`src/rtl/roll_sequencer.sv`:
```
// Roll timing controller: on a start edge, issues a decelerating series of
// single-cycle LFSR advance ticks, then one done pulse for capturing the result.
module roll_sequencer #(
    parameter int CNT_W       = 24,
    parameter int INIT_PERIOD = 1000,
    parameter int STEP        = 500,
    parameter int MAX_PERIOD  = 5000000,
    parameter int NUM_TICKS   = 16
) (
    input  logic                             i_clk,
    input  logic                             i_rst,
    input  logic                             i_start,
    input  logic                             i_stop,
    output logic                             o_tick,
    output logic                             o_busy,
    output logic                             o_done,
    output logic [$clog2(NUM_TICKS+1)-1:0]   o_tick_cnt
);

    localparam int TC_W = $clog2(NUM_TICKS + 1);

    typedef enum logic [1:0] {
        S_IDLE,
        S_RUN,
        S_DONE
    } state_t;

    state_t            state_q, state_d;
    logic [CNT_W-1:0]  cnt_q, cnt_d;
    logic [CNT_W-1:0]  period_q, period_d;
    logic [TC_W-1:0]   tick_cnt_q, tick_cnt_d;
    logic              start_q, start_d;

    logic              start_edge;
    logic              tick_hit;
    logic [TC_W-1:0]   tick_cnt_inc;
    logic [CNT_W:0]    period_sum;

    assign start_edge   = i_start & ~start_q;
    assign tick_hit     = (cnt_q == period_q - CNT_W'(1));
    assign tick_cnt_inc = tick_cnt_q + 1'b1;
    // One extra bit so the step addition cannot wrap before saturation.
    assign period_sum   = {1'b0, period_q} + (CNT_W+1)'(STEP);

    always_ff @(posedge i_clk or posedge i_rst) begin
        if (i_rst) begin
            state_q    <= S_IDLE;
            cnt_q      <= '0;
            period_q   <= CNT_W'(INIT_PERIOD);
            tick_cnt_q <= '0;
            start_q    <= 1'b0;
        end else begin
            state_q    <= state_d;
            cnt_q      <= cnt_d;
            period_q   <= period_d;
            tick_cnt_q <= tick_cnt_d;
            start_q    <= start_d;
        end
    end

    always_comb begin
        state_d    = state_q;
        cnt_d      = cnt_q;
        period_d   = period_q;
        tick_cnt_d = tick_cnt_q;
        start_d    = i_start;
        case (state_q)
            S_IDLE: begin
                if (start_edge) begin
                    state_d    = S_RUN;
                    cnt_d      = '0;
                    period_d   = CNT_W'(INIT_PERIOD);
                    tick_cnt_d = '0;
                end
            end
            S_RUN: begin
                // Restart outranks stop, which outranks the pending tick.
                if (start_edge) begin
                    cnt_d      = '0;
                    period_d   = CNT_W'(INIT_PERIOD);
                    tick_cnt_d = '0;
                end else if (i_stop) begin
                    state_d = S_DONE;
                end else if (tick_hit) begin
                    cnt_d      = '0;
                    tick_cnt_d = tick_cnt_inc;
                    if (period_sum > (CNT_W+1)'(MAX_PERIOD))
                        period_d = CNT_W'(MAX_PERIOD);
                    else
                        period_d = period_sum[CNT_W-1:0];
                    if (tick_cnt_inc == TC_W'(NUM_TICKS))
                        state_d = S_DONE;
                end else begin
                    cnt_d = cnt_q + 1'b1;
                end
            end
            S_DONE: begin
                state_d = S_IDLE;
            end
            default: begin
                state_d = S_IDLE;
            end
        endcase
    end

    always_comb begin
        o_busy = 1'b0;
        o_done = 1'b0;
        o_tick = 1'b0;
        case (state_q)
            S_RUN: begin
                o_busy = 1'b1;
                o_tick = tick_hit & ~start_edge & ~i_stop;
            end
            S_DONE: begin
                o_done = 1'b1;
            end
            default: begin
                o_busy = 1'b0;
            end
        endcase
    end

    assign o_tick_cnt = tick_cnt_q;

endmodule
```
`config.mk`:
```
export PLATFORM = sky130hd
export DESIGN_NAME = roll_sequencer
export DESIGN_NICKNAME = d
export VERILOG_FILES = /design/src/rtl/roll_sequencer.sv
export SDC_FILE = /design/constraint.sdc
export NUM_CORES = 1
export LEC_CHECK = 0
export ABC_AREA = 1
export ABC_CLOCK_PERIOD_IN_PS = 6200
export BUFFER_PORTS_ARGS = -buffer_cell sky130_fd_sc_hd__buf_2
export CAP_MARGIN = 5
export CORE_MARGIN = 2
export CORE_UTILIZATION = 60
export CTS_CLUSTER_DIAMETER = 150
export DETAILED_ROUTE_END_ITERATION = 10
export PLACE_DENSITY = 0.87
export SYNTH_ARGS = -nofsm -noshare
export SYNTH_HDL_FRONTEND = slang
export SYNTH_SLANG_ARGS = --single-unit
```
`constraint.sdc`:
```
create_clock -name i_clk -period 6.2 [get_ports i_clk]
set_input_delay 1.86 -clock i_clk [delete_from_list [all_inputs] [get_ports i_clk]]
set_output_delay 1.86 -clock i_clk [all_outputs]
set_load 0.02 [all_outputs]
```
# ---- After elaboration in Yosys (flattened, before gate mapping)
# Cells that the tools add are included.
# Widths: inputs -> output; s select.
dict set report totals {
  word_cells 56
  mem_count 0
  ramBits 0
  inputBits 4
  latchBits 0
  regBits 56
  mem_bits_ro 0
}
dict set report op_classes {
  n_mux 25
  order_cmp 1
  reduce_logical 5
  n_eq_ne 10
  add_sub_neg 4
  div_mod_pow 0
  shifts 0
  n_bitwise 6
  multipliers 0
}
# op count
set ops {}
lappend ops {{$mux 24} 9}
lappend ops {{$pmux 24 s2} 2}
lappend ops {{$add 24x9->25 const B} 1}
lappend ops {{$gt 25x23->1 const B} 1}
lappend ops {{$add 24x1->24 const B} 1}
lappend ops {{$eq 24x24->1} 1}
lappend ops {{$sub 24x1->24 const B} 1}
lappend ops {{$mux 5} 4}
lappend ops {{$ne 3x3->1 const B} 4}
lappend ops {{$mux 2} 5}
lappend ops {{$pmux 5 s2} 1}
lappend ops {{$reduce_and 4->1} 2}
lappend ops {{$add 5x1->5 const B} 1}
lappend ops {{$eq 5x5->1 const B} 1}
lappend ops {{$ne 2x2->1 const B} 2}
lappend ops {{$pmux 2 s2} 1}
lappend ops {{$and 1x1->1} 3}
lappend ops {{$mux 1} 3}
lappend ops {{$not 1->1} 3}
lappend ops {{$reduce_and 3->1} 1}
lappend ops {{$eq 2x1->1 const B} 1}
lappend ops {{$eq 2x2->1 const B} 1}
lappend ops {{$logic_not 2->1} 1}
lappend ops {{$reduce_bool 2->1} 1}

# ---- Logic depth before layout (Yosys ltp)
# Gate-level depths: netlist (run 1).
dict set report logic_depth {
  ltp_word 7
  ltp_mapped 21
  ltp_nobuf 20
}

# ---- Worst setup path before layout (run 1)
# OpenSTA, ideal clock, no wires.
dict set report synth_timing {
  kind {input -> output}
  from {in i_stop}
  to {out o_tick}
  path_buffers 0
  required_ps 4340
  stages 3
  path_slack_ps 1625
  arrival_ps 2715
  cell_sequence {nor2_1 > inv_1 > nor3_1}
}
dict set report synth_between {
  elab_chain_cells 3
}
# item line
set synth_rtl {}
lappend synth_rtl {{start, declared} 13} ;# input logic i_stop,
lappend synth_rtl {{$not 1->1} 113} ;# o_tick = tick_hit & ~start_edge & ~i_stop;
lappend synth_rtl {{$and 1x1->1} 113}
lappend synth_rtl {{$mux 1} 110} ;# case (state_q)
lappend synth_rtl {{end, declared} 14} ;# output logic o_tick,
# No other way between the ends.

# ---- Worst setup path in the final report (run 1)
dict set report layout_timing {
  from {reg period_q[2]}
  to {out o_tick}
}
dict set report layout_between {
  elab_chain_cells 5
}
# item line
set layout_rtl {}
lappend layout_rtl {{start, declared} 30} ;# logic [CNT_W-1:0] period_q, period_d;
lappend layout_rtl {{start signal, assigned} 49} ;# period_q <= CNT_W'(INIT_PERIOD);
lappend layout_rtl {{start signal, assigned} 55} ;# period_q <= period_d;
lappend layout_rtl {{$sub 24x1->24} 40} ;# assign tick_hit = (cnt_q == period_q - CNT_W'(1));
lappend layout_rtl {{$eq 24x24->1} 40}
lappend layout_rtl {{$and 1x1->1 (2 in series)} 113}
lappend layout_rtl {{$mux 1} 110}
# No other way between the ends.

==> results.txt, run 1 <==
The number of clock sinks seen by CTS is 54. The maximum vdd ir drop came out at 0.000137 V. TritonCTS built the clock tree. The root cell of the clock tree is sky130_fd_sc_hd__clkbuf_8.

For this run, design rule violations remaining after detail routing come to 0. The starting utilization of the core area came out at 61.3%. The power consumption came out at 0.868 mW. The number of placement rows came out at 32. The total non-filler cell area in the finished layout is 4840 um^2. The actual slew at the worst max-slew pin came out at 1140 ps. For the worst setup path, the data arrival time is 2830 ps. By area the synthesized netlist is led by sky130_fd_sc_hd__dfrtp_1 25%, sky130_fd_sc_hd__nand2_1 16%, sky130_fd_sc_hd__nor2_1 6.1%, sky130_fd_sc_hd__inv_1 6.1%, sky130_fd_sc_hd__nand3_1 5.8%.

The critical path capture point type is an output pin. The count of distinct cell types in the synthesized netlist came out at 46. Measured against its own limit, the worst slew margin works out to 23.6%. After clock tree synthesis, the flow added hold-fix buffers numbering 0.

The I/O pin count is 12. The number of global-route vias before repair is 4,462. STA puts the critical path data required time at 4340 ps.

The largest stage delay on the critical path is 450 ps. The longest clock path from root to sink contains 2 buffers. The number of antenna violations at the first check in global routing is 0. The vertical die dimension came out at 92.6 um.

The final critical path takes up 75.6% of the cycle. The filler-free cell count of the finished design came out at 804. The first global-routing pass estimated 20.5 mm of wire. Buffers placed on the I/O ports in this run total 11. The sequential share of the synthesized area came out at 28.8%.

Cells with a size suffix above 1 make up 11.7% of the layout. The post-cts sizing count is 0. The share of total power dissipated in sequential elements is 48.2%. The CTS buffer count is 5.

Setup violations remaining at the end of the flow were counted as 0. The DRC marker count from the first detailed-route iteration is 313. After layout, the minimum clock period comes to 4690 ps.

STA classifies the critical path startpoint as a register. The via-per-instance ratio came out at 5.76. The portion of synthesized cell area occupied by the leading cell type is 25.5%. The maximum fanout encountered on the critical timing path came out at 8. The most common cell in the netlist is sky130_fd_sc_hd__nand2_1. The total power density per cell area came out at 179 nW/um^2.

The worst hold path belongs to the class reg2reg. The x dimension of the die came out at 92.6 um. The sum of overflow across all layers after global routing is 0. The internal power consumption is 0.527 mW. The flip-flop and latch area came out at 1360 um^2. Clock-pin slew was measured on the worst setup and hold paths at 90 ps. The part of the power in the clock network came out at 23.7%.

After synthesis, the most frequently instantiated cells are 196 x sky130_fd_sc_hd__nand2_1, 77 x sky130_fd_sc_hd__nor2_1, 76 x sky130_fd_sc_hd__inv_1. The number of antenna diodes in the final layout is 0. The total of warnings raised by yosys is 0. Once placement finished, the instance area stood at 4750 um^2.

The buffers inserted during post-CTS setup optimization is 0. The multi-input combinational cells in the finished layout cover a total of 2860 um^2. The filler cells instantiated in the layout total 706. The switching component of the power is 0.341 mW.

The slowest stage of the critical path belongs to the cell sky130_fd_sc_hd__dfrtp_1. The largest total area in the synthesized netlist belongs to sky130_fd_sc_hd__dfrtp_1. The number of synthesized register bits is 54.

The routed wirelength normalized by instance count is 15.0 um. The die outline area came out at 8580 um^2. Setup repair after global routing left no endpoint under its margin. The combinational share of power is 28.1%. When the netlist entered floorplanning its net count stood at 717. Among the stages of the critical path, the cell type that occurs most often is sky130_fd_sc_hd__nand3_1. The synthesized netlist occupies a cell area of 4710 um^2. The final route contains 4,629 vias.

Routability-driven placement finished with a final weighted congestion of 0.935. The iteration count of the initial detailed-routing pass came out at 5. The leakage dissipation is 2.39 nW.

After legalization and detailed placement, the total HPWL measured 9.23 mm. Of all flip-flops after synthesis, the portion carrying an async set or reset was 100%. For the worst-skew pair, the clock arrives at the later sink with an insertion delay of 320 ps. The peak clock frequency supported by timing is 0.213 GHz. The setup slack after placement came out at 1600 ps. The number of placed instances with taps included is 796. The number of synthesized flops with an enable pin came out at 0. Relative to the synthesized area, the layout overhead comes to 2.73%. The prevailing post-synth register cell is sky130_fd_sc_hd__dfrtp_1. The count of nets after finishing came out at 709.

Traced cell by cell, the critical path runs through inv_2, ha_1, nand3_1, nor2_8, nand2_1, nand2_1, nand3_1, nor3_1, nand3b_1, nor2_1, nand3_1, nor3_1, buf_2. The total wirelength of the detailed-routed design is 12.1 mm. Global routing used 29.8% of the available tracks.

The total count of max-transition violations in the final report is 0. The CTS H-tree depth is 2. The setup TNS after final layout is 0 ps.

The number of failing hold endpoints at the final stage is 0. The mean area per synthesized cell is 6.65 um^2. The area of the core came out at 7690 um^2.

The slack of the critical path came out at 1510 ps. The switching share of power is 39.3%. The gate count after technology mapping is 709. The run finished with clean final reports.

The number of nets with antenna violations after routing came out at 0. Entering global routing, the biggest net connects 55 pins. The worst clock skew on the final layout came out at 11.6 ps. The worst setup path category is reg2out. The reported max-cap violation count is 0.
==> registers in the layout, indices dropped and copies added, names as in the netlist <==
register,flops
state_q,2
period_q,22
cnt_q,24
start_q,1
o_tick_cnt,5
==> cells by family (layout without fill, tap and decap cells) <==
| logic type | after synthesis | in the layout | synth area share, % |
|---|---|---|---|
| and+or+nand+nor | 424 | 424 | 43.3 |
| buffers and inverters | 116 | 109 | 10.4 |
| AOI/OAI and AO/OA | 66 | 66 | 7.86 |
| DFF | 54 | 54 | 28.8 |
| xor gates and xnor gates | 45 | 45 | 8.52 |
| adders and majority gates | 4 | 4 | 1.06 |
==> cell type report <==
class / count / area share, %
well taps: 102 / 2.63
clock inverters: 3 / 0.439
clock buffers: 5 / 1.42
inverters: 88 / 6.87
multi-input cells: 539 / 59.1
repair buffers: 13 / 1.45
flip-flops and latches: 54 / 28.1
==> through the flow <==
step	util (%)	hold slack [ps]
2_1_floorplan	-	479
3_3_place_gp	61.8	511
3_5_place_dp	61.8	537
4_1_cts	63.0	558
5_1_grt	63.0	580
6_report	63.0	555
==> layer usage <==
metal	vias to the layer above	global-route usage [%]	routed length [um]
met2	192	49.9	5780
met1	2140	39.4	5060
met4	0	11.3	366
li1	2267	-	-
met5	-	0	0
met3	30	4.07	885
==> cells in the final DEF (no fill, tap or decap), types with 2 or more instances in the layout <==
cell type / n
sky130_fd_sc_hd__inv_2: 11
sky130_fd_sc_hd__nand3_1: 55
sky130_fd_sc_hd__dfstp_2: 6
sky130_fd_sc_hd__dfrtp_1: 48
sky130_fd_sc_hd__nand2_2: 8
sky130_fd_sc_hd__nand3b_1: 8
sky130_fd_sc_hd__nand3_4: 3
sky130_fd_sc_hd__and2_1: 2
sky130_fd_sc_hd__a21oi_1: 13
sky130_fd_sc_hd__o2111ai_1: 2
sky130_fd_sc_hd__o22ai_1: 8
sky130_fd_sc_hd__nor2_1: 77
sky130_fd_sc_hd__clkbuf_8: 5
sky130_fd_sc_hd__nand4_1: 28
sky130_fd_sc_hd__nand2_1: 196
sky130_fd_sc_hd__o31ai_1: 2
sky130_fd_sc_hd__xnor2_1: 16
sky130_fd_sc_hd__nor2_4: 5
sky130_fd_sc_hd__ha_1: 4
sky130_fd_sc_hd__nor2_8: 3
sky130_fd_sc_hd__xor2_1: 28
sky130_fd_sc_hd__nand2_4: 3
sky130_fd_sc_hd__a22o_1: 2
sky130_fd_sc_hd__nor2_2: 14
sky130_fd_sc_hd__nand3_2: 3
sky130_fd_sc_hd__buf_4: 2
sky130_fd_sc_hd__inv_1: 75
sky130_fd_sc_hd__nor3_1: 10
sky130_fd_sc_hd__o21ai_0: 19
sky130_fd_sc_hd__nor4_1: 4
sky130_fd_sc_hd__buf_2: 11
sky130_fd_sc_hd__o21ai_1: 16
==> critical path: cells and delay by family (launching register included) <==
kind	cells	cell delay, ps
simple gates	10	1420
buf+inv	2	330
fa+ha+maj	1	320
flops	1	450
==> power by group through the flow <==
stage | sequential, mW | clock [mW] | combinational [mW]
final | 0.418 | 0.206 | 0.244
after global routing | 0.422 | 0.219 | 0.275
after CTS | 0.417 | 0.208 | 0.242
after detailed placement | 0.424 | 0 | 0.241
after global placement | 0.422 | 0 | 0.230
after floorplan | 0.403 | 0 | 0.209
==> final timing paths <==
| check | startpoint | to | slack (ps) | cells past startpoint |
|---|---|---|---|---|
| worst max-delay path | period_q[2]$_DFFE_PP0P_ | o_tick | 1510 | 13 |
| worst min-delay path | period_q[3]$_DFFE_PP1P_ | period_q[3]$_DFFE_PP1P_ | 560 | 2 |
| worst max register to register | period_q[2]$_DFFE_PP0P_ | period_q[9]$_DFFE_PP1P_ | 2980 | 16 |
| worst min register to register | period_q[3]$_DFFE_PP1P_ | period_q[3]$_DFFE_PP1P_ | 560 | 2 |
| max in group asynchronous | i_rst | period_q[12]$_DFFE_PP0P_ | 3670 | 2 |
| min in group asynchronous | i_rst | cnt_q[19]$_DFFE_PP0P_ | 1820 | 2 |
(Power assumes the default switching activity.)
==> run 2: changes to the inputs <==
--- a/config.mk
+++ b/config.mk
@@ -5,8 +5,8 @@
 export SDC_FILE = /design/constraint.sdc
 export NUM_CORES = 1
 export LEC_CHECK = 0
-export ABC_AREA = 1
-export ABC_CLOCK_PERIOD_IN_PS = 6200
+export ABC_AREA = 0
+export ABC_CLOCK_PERIOD_IN_PS = 4880
 export BUFFER_PORTS_ARGS = -buffer_cell sky130_fd_sc_hd__buf_2
 export CAP_MARGIN = 5
 export CORE_MARGIN = 2
==> constraint.sdc (replaced) <==
create_clock -name i_clk -period 4.88 [get_ports i_clk]
set_input_delay 1.464 -clock i_clk [delete_from_list [all_inputs] [get_ports i_clk]]
set_output_delay 1.464 -clock i_clk [all_outputs]
set_load 0.02 [all_outputs]
==> run 2 against run 1 <==
Combinational power fell by 54%. Critical path depth fell by 5. Sequential power is 12% higher. Final cell count shrank 19%.
==> results.txt, run 2 <==
The number of clock sinks seen by CTS came out at 54 (unchanged). The total of warnings raised by yosys is 0 (unchanged). The number of placed instances with taps included is 644 (-19%). Yosys attributes the largest share of cell area to sky130_fd_sc_hd__dfrtp_1 28%, sky130_fd_sc_hd__nand2_1 6.5%, sky130_fd_sc_hd__o21ai_0 5.4%, sky130_fd_sc_hd__xnor2_1 5.1%, sky130_fd_sc_hd__nor2_1 3.8%.

The sum of overflow across all layers after global routing came to 0 (unchanged). The wire length of the first global-routing pass came out at 18.9 mm (-7.6%). The vertical die dimension was 88.3 um (-4.7%).

Yosys instantiated no cell more often than sky130_fd_sc_hd__nand2_1. The post-detailed-route DRC marker count is 0 (unchanged). The hold slack is 548 ps (-7.07 ps). CTS placed an instance of sky130_fd_sc_hd__clkbuf_8 at the clock tree root.

The clock-pin slew reported for the worst setup and hold paths after clock tree synthesis came to 110 ps (+20 ps). The share of flip-flops with an asynchronous set or reset after synthesis was 100% (unchanged). The multi-input gate area in the final layout came out at 2690 um^2 (-5.9%). The flip-flop and latch area was 1360 um^2 (about the same). The maximum vdd ir drop is 0.000177 V (+29%). The total count of max-transition violations in the final report is 0 (unchanged).

The worst setup path is captured at an output pin. The total cell area at the placement stage came out at 4410 um^2 (-7.2%). The count of nets after finishing is 563 (-21%). The worst clock skew on the final layout came out at 10.7 ps (-0.971 ps). The slack of the critical path is 76.2 ps (-1430 ps). The number of setup violations in the final report is 0 (unchanged). The reported max-cap violation count came out at 0 (unchanged).

The hold-fix buffer count after cts is 0 (unchanged). The total routing usage reported by global routing came out at 30.5% (+0.63 points). The filler-free cell count of the finished design is 652 (-19%). The maximum number of pins on one net before global-route repair is 30 (-45%).

The sequential share of the synthesized area is 31.9% (+3.0 points). The total wirelength of the detailed-routed design came to 11.5 mm (-4.9%). The final estimated routing congestion in global placement was 0.991 (+5.9%).

The register with the most flip-flops in the final layout is cnt_q. The fraction of final layout cells with drive strength greater than 1 came out at 10.4% (-1.2 points). The area growth from synthesis to layout is 6.34%.

The CTS buffer count is 5 (unchanged). The post-cts sizing count came out at 0 (unchanged). The routed wirelength normalized by instance count came out at 17.6 um (+17%). The number of synthesized register bits is 54 (unchanged). The data arrival time of the worst path is 3340 ps (+510 ps). For this run, the leading register cell type out of synthesis is sky130_fd_sc_hd__dfrtp_1. The flip-flop count of the largest register after layout was 24 (unchanged).

The number of antenna violations at the first check in global routing is 0 (unchanged). The leakage dissipation is 1.81 nW (-24%). Leaving out fill and tap cells, the most frequent cell in the layout is sky130_fd_sc_hd__nand2_1. TritonCTS built the clock tree. The number of nets with antenna violations after routing came to 0 (unchanged). The met1 global-route usage came out at 42.4% (+3.0 points). The number of inserted diodes came to 0 (unchanged). The maximum fanout encountered on the critical timing path is 18 (+10). The via-per-instance ratio is 6.64 (+15%). The met2 usage in global routing came out at 48.6% (-1.3 points). The buffers inserted during post-CTS setup optimization came to 0 (unchanged). The deepest clock path buffer count is 2 (unchanged).

The gate count after technology mapping came out at 558 (-21%). STA classifies the critical path startpoint as a register. The CTS H-tree depth is 2 (unchanged). The total non-filler cell area in the finished layout is 4530 um^2 (-6.4%). The clock network latency to the later pin of the worst-skew pair came out at 320 ps (about the same). The half-perimeter wire length after detailed placement came out at 8.15 mm (-12%). The die outline area came to 7800 um^2 (-9.2%). The mean area per synthesized cell is 7.64 um^2 (+15%). The number of fill cells in the layout came out at 559 (-21%). The area of the core was 6830 um^2 (-11%). The actual slew at the worst max-slew pin is 922 ps (-221 ps). Counting instances in the post-synthesis netlist gives the leading cell types as 74 x sky130_fd_sc_hd__nand2_1, 48 x sky130_fd_sc_hd__dfrtp_1, 46 x sky130_fd_sc_hd__o21ai_0. The number of failing hold endpoints at the final stage is 0 (unchanged). The endpoint required time on the critical path came out at 3420 ps (-920 ps). The number of synthesized flops with an enable pin came out at 0 (unchanged). The remaining max-slew budget at the tightest pin is 38.0% (+14 points). The final critical path time including I/O delays and setup is 4800 ps. The portion of synthesized cell area occupied by the leading cell type came out at 28.2% (+2.7 points). The worst path uses 98.4% of the clock period.

The number of placement rows came to 30 (-6.3%). The global routing stage identified its most utilized layer as met2. The x dimension of the die is 88.3 um (-4.7%). The iteration count of the initial detailed-routing pass is 5 (unchanged). The total nets after synthesis came out at 566 (-21%).

The worst setup path category is reg2out. The I/O pin count is 12 (unchanged). The total power density per cell area came out at 190 nW/um^2 (+5.7%).

The power consumption came out at 0.859 mW (-1.0%). The count of distinct cell types in the synthesized netlist came out at 64 (+39%). In the layout the commonest cells are 74 x sky130_fd_sc_hd__nand2_1, 47 x sky130_fd_sc_hd__dfrtp_1, 46 x sky130_fd_sc_hd__o21ai_0, 43 x sky130_fd_sc_hd__nor2_1, 32 x sky130_fd_sc_hd__a21oi_1. The DRC marker count from the first detailed-route iteration came out at 583 (+86%). The setup slack after placement is 501 ps (-1100 ps). The biggest area contributor in the post-synthesis netlist is sky130_fd_sc_hd__dfrtp_1.

The met3 track utilization from global routing came out at 5.32% (+1.2 points). The combined area of all synthesized cells is 4260 um^2 (-9.6%). The starting utilization of the core area is 62.4% (+1.1 points). The peak clock frequency supported by timing came out at 0.208 GHz. The final core area utilization is 66.4% (+3.4 points). The number of global-route vias before repair is 3,830 (-14%).

The worst hold-check path type is reg2reg. The run finished with clean final reports. The total number of vias is 4,332 (-6.4%).

The port buffer count came out at 11 (unchanged). The setup TNS after final layout is 0 ps (unchanged).
==> run 2: layer usage <==
metal / share of wire [%] / up-vias
met5: 0 / -
met4: 2.5 / 0
met3: 8.5 / 29
met2: 47 / 245
met1: 42 / 2037
li1: - / 2021
==> run 2: worst paths after layout <==
| path | end | slack, ps | from | cells past startpoint |
|---|---|---|---|---|
| setup / recovery | o_tick | 80 | period_q[4]$_DFFE_PP0P_ | 8 |
| hold / removal | cnt_q[0]$_DFFE_PP0P_ | 550 | cnt_q[0]$_DFFE_PP0P_ | 1 |
| setup reg to reg | cnt_q[8]$_DFFE_PP0P_ | 1150 | period_q[4]$_DFFE_PP0P_ | 11 |
| hold reg to reg | cnt_q[0]$_DFFE_PP0P_ | 550 | cnt_q[0]$_DFFE_PP0P_ | 1 |
| max in group asynchronous | period_q[9]$_DFFE_PP1P_ | 2890 | i_rst | 3 |
| min in group asynchronous | cnt_q[1]$_DFFE_PP0P_ | 1180 | i_rst | 2 |
==> run 2: worst max-delay path, stage by stage, from the launching register on <==
cell                        delay, ps
sky130_fd_sc_hd__dfrtp_1          570
sky130_fd_sc_hd__nor4_1           580
sky130_fd_sc_hd__nand4_1          290
sky130_fd_sc_hd__a2111oi_2        400
sky130_fd_sc_hd__o22ai_1          190
sky130_fd_sc_hd__a2111oi_4        400
sky130_fd_sc_hd__and3_1           230
sky130_fd_sc_hd__and2b_1          180
sky130_fd_sc_hd__buf_2            180
==> run 2: report_power, final <==
group / leakage (nW) / switching, mW / internal [mW]
clock: 0.0478 / 0.162 / 0.117
sequential: 0.727 / 0.0113 / 0.456
combinational: 1.04 / 0.0790 / 0.0337
total: 1.81 / 0.252 / 0.607
==> run 2: logic make-up after synthesis <==
| logic type | Yosys count | share of synthesized area (%) |
|---|---|---|
| buf+inv | 58 | 5.60 |
| mux | 4 | 0.968 |
| compound gates | 151 | 22.8 |
| simple gates | 252 | 30.4 |
| xor+xnor | 35 | 7.19 |
| flops | 54 | 31.9 |
| fa+ha+maj | 4 | 1.17 |
==> run 2: layout make-up <==
type / count / share of cell area, %
inverter: 19 / 1.57
tap: 96 / 2.65
sequential: 54 / 30.0
clock buffer: 6 / 1.82
timing repair buffer: 29 / 4.19
multi-input combinational: 446 / 59.4
clock inverter: 2 / 0.359
==> run 3: changes to the inputs <==
--- a/config.mk
+++ b/config.mk
@@ -10,10 +10,11 @@
 export BUFFER_PORTS_ARGS = -buffer_cell sky130_fd_sc_hd__buf_2
 export CAP_MARGIN = 5
 export CORE_MARGIN = 2
-export CORE_UTILIZATION = 60
+export CORE_UTILIZATION = 45
 export CTS_CLUSTER_DIAMETER = 150
 export DETAILED_ROUTE_END_ITERATION = 10
-export PLACE_DENSITY = 0.87
+export PLACE_DENSITY = 0.71
+export SETUP_SLACK_MARGIN = 0.02
 export SYNTH_ARGS = -nofsm -noshare
 export SYNTH_HDL_FRONTEND = slang
 export SYNTH_SLANG_ARGS = --single-unit
==> run 3 against run 2 <==
First-iteration DRC count decreased by 29%. Largest power group unchanged. Die area increased by 32%. Sequential power about the same. Cell area increased by 0.74%. Global-route usage decreased by 7.0 points.
==> results.txt, run 3 (synthesis gave the netlist of run 2 again) <==
The run finished with clean final reports. The starting utilization of the core area is 46.4% (-16 points). The total routing usage reported by global routing is 23.5% (-7.0 points). The maximum number of pins on one net before global-route repair came out at 34 (+13%).

The number of global-route vias before repair is 3,828 (-0.052%). The combinational share of power was 13.3% (+0.2 points). The part of the power in the clock network came to 32.1% (-0.4 points). The number of nets with antenna violations after routing was 0 (unchanged). The post-detailed-route DRC marker count came out at 0 (unchanged).

The area growth from synthesis to layout is 7.13%. The area of the core is 9200 um^2 (+35%). The routed wirelength normalized by instance count came to 17.3 um (-2.1%). The number of fill cells in the layout is 901 (+61%). The maximum fanout encountered on the critical timing path was 8 (-10).

The x dimension of the die came to 101 um (+15%). cnt_q holds more flip-flops than any other register. The peak clock frequency supported by timing is 0.214 GHz (+2.6%).

The via-per-instance ratio was 6.29 (-5.4%). The kind of start point of the critical path is a register. The total power density per cell area was 188 nW/um^2 (-1.0%). The power consumption came out at 0.857 mW (-0.30%). The CTS H-tree depth came out at 2 (unchanged). The clock network latency to the later pin of the worst-skew pair is 320 ps (about the same). The final estimated routing congestion in global placement came out at 0.896 (-9.6%).

The number of setup violations in the final report is 0 (unchanged). The final core area utilization came out at 49.7% (-17 points). The slowest stage of the critical path belongs to the cell sky130_fd_sc_hd__dfstp_2. The maximum vdd ir drop is 0.000152 V (-14%). The deepest clock path buffer count is 2 (unchanged). The half-perimeter wire length after detailed placement is 8.40 mm (+3.1%). The final critical path time including I/O delays and setup is 4680 ps (-122 ps).

The number of antenna violations at the first check in global routing came out at 0 (unchanged). The data arrival time of the worst path came to 3220 ps (-120 ps). The DRC marker count from the first detailed-route iteration was 413 (-29%). The switching share of power was 30.4% (+1.0 points). The iteration count of the initial detailed-routing pass is 5 (unchanged). Setup repair after global routing left no endpoint under its margin. The hold-fix buffer count after cts is 0 (unchanged). The clock-pin slew reported for the worst setup and hold paths after clock tree synthesis is 110 ps (about the same). The die outline area was 10,300 um^2 (+32%).

The number of clock sinks seen by CTS came to 54 (unchanged). The vertical die dimension came out at 101 um (+15%). The remaining max-slew budget at the tightest pin is 48.9% (+11 points). The number of inserted diodes came out at 0 (unchanged).

Traced cell by cell, the critical path runs through inv_1, ha_1, nor3b_1, buf_4, nand4b_1, mux2i_1, or4_1, a2111oi_4, and3_1, and2b_1, buf_2. The largest stage delay on the critical path is 620 ps (+40 ps). The total count of max-transition violations in the final report came out at 0 (unchanged). The fraction of final layout cells with drive strength greater than 1 is 10.8% (+0.32 points). The flip-flop count of the largest register after layout came out at 24 (unchanged). The wire length of the first global-routing pass is 19.3 mm (+2.3%). The port buffer count came out at 11 (unchanged). The combined buffer and inverter count along the critical path came to 3 (+2). The endpoint required time on the critical path came out at 3420 ps (about the same). The number of failing hold endpoints at the final stage was 0 (unchanged). The total wirelength of the detailed-routed design came out at 11.5 mm (+0.44%). The post-cts sizing count was 0 (unchanged).

The worst hold-check path type is reg2reg. The leakage dissipation is 1.82 nW (+0.46%). The buffers inserted during post-CTS setup optimization is 0 (unchanged). The switching component of the power is 0.260 mW (+3.2%).

The setup TNS after final layout came out at 0 ps (unchanged). The root buffer cell chosen for the clock tree is sky130_fd_sc_hd__clkbuf_8. The final cycle utilization of the critical path came out at 95.9% (-2.5 points). The critical path is of the reg2out type.

STA classifies the critical path endpoint as an output pin. The portion of total power attributed to sequential cells came out at 54.6% (+0.2 points). The sum of overflow across all layers after global routing is 0 (unchanged).

The I/O pin count is 12 (unchanged). The critical path's top delay family is simple AND/OR/NAND/NOR gates. The library cells used most frequently in the layout, excluding fill and tap cells, are 74 x sky130_fd_sc_hd__nand2_1, 48 x sky130_fd_sc_hd__dfrtp_1, 46 x sky130_fd_sc_hd__o21ai_0, 43 x sky130_fd_sc_hd__nor2_1, 32 x sky130_fd_sc_hd__a21oi_1. The CTS buffer count came out at 5 (unchanged). The actual slew at the worst max-slew pin came out at 762 ps (-160 ps). The total number of vias came out at 4,206 (-2.9%).

The reported max-cap violation count is 0 (unchanged). The worst clock skew on the final layout is 9.08 ps (-1.57 ps). TritonCTS built the clock tree. The number of placement rows came out at 35 (+17%). The internal power consumption came to 0.597 mW (-1.7%). The most common library cell in the layout ignoring fill and taps is sky130_fd_sc_hd__nand2_1. The count of nets after finishing is 565 (+0.36%).
[run 3: path summary, 6_finish.rpt]
check | start | endpoint | slack (ps) | cells after the start
worst min-delay path | period_q[7]$_DFFE_PP1P_ | period_q[7]$_DFFE_PP1P_ | 550 | 2
min in group asynchronous | i_rst | cnt_q[5]$_DFFE_PP0P_ | 1140 | 2
worst max-delay path | period_q[3]$_DFFE_PP1P_ | o_tick | 200 | 11
max in group asynchronous | i_rst | period_q[6]$_DFFE_PP1P_ | 2900 | 3
worst max register to register | period_q[3]$_DFFE_PP1P_ | period_q[8]$_DFFE_PP1P_ | 1240 | 11
worst min register to register | period_q[7]$_DFFE_PP1P_ | period_q[7]$_DFFE_PP1P_ | 550 | 2
[run 3: area by class of cell]
| cell class | count | area (um^2) | area share [%] |
|---|---|---|---|
| Clock buffer | 5 | 68.8 | 1.51 |
| Clock inverter | 3 | 25.0 | 0.548 |
| Inverter | 19 | 71.3 | 1.56 |
| Multi-Input combinational cell | 446 | 2700 | 59.1 |
| Sequential cell | 54 | 1360 | 29.7 |
| Tap cell | 111 | 139 | 3.04 |
| Timing Repair Buffer | 31 | 205 | 4.49 |
[run 3: power by group through the flow]
| stage | clock network, mW | logic (mW) | registers, mW |
|---|---|---|---|
| 2_1_floorplan | 0 | 0.0809 | 0.469 |
| 3_3_place_gp | 0 | 0.112 | 0.475 |
| 3_5_place_dp | 0 | 0.114 | 0.475 |
| 4_1_cts | 0.280 | 0.114 | 0.467 |
| 5_1_grt | 0.297 | 0.128 | 0.469 |
| 6_report | 0.275 | 0.114 | 0.468 |
[run 3: worst reg2reg max path: cells and delay by family (launching register included)]
kind,cells,cell delay [ps]
compound gates,3,1260
xor+xnor,1,190
fa+ha+maj,1,310
buf+inv,2,460
flops,1,620
simple gates,4,750
[run 3: through the flow]
| stage | area (um^2) | worst slack [ps] | std cells | hold WS, ps |
|---|---|---|---|---|
| floorplan | 4260 | 348 | 558 | 504 |
| global placement | 4450 | 582 | 661 | 524 |
| detailed placement | 4450 | 481 | 661 | 536 |
| CTS | 4540 | 103 | 669 | 553 |
| global route | 4570 | 47.6 | 669 | 593 |
| finish | 4570 | 198 | 669 | 549 |
[run 3: per-layer routing]
metal / vias to the layer above / global-route usage (%) / share of wire [%]
met5: - / 0 / 0
met3: 19 / 3.66 / 4.8
met1: 2040 / 33.4 / 46
li1: 2022 / - / -
met2: 125 / 37.5 / 47
met4: 0 / 5.61 / 1.8
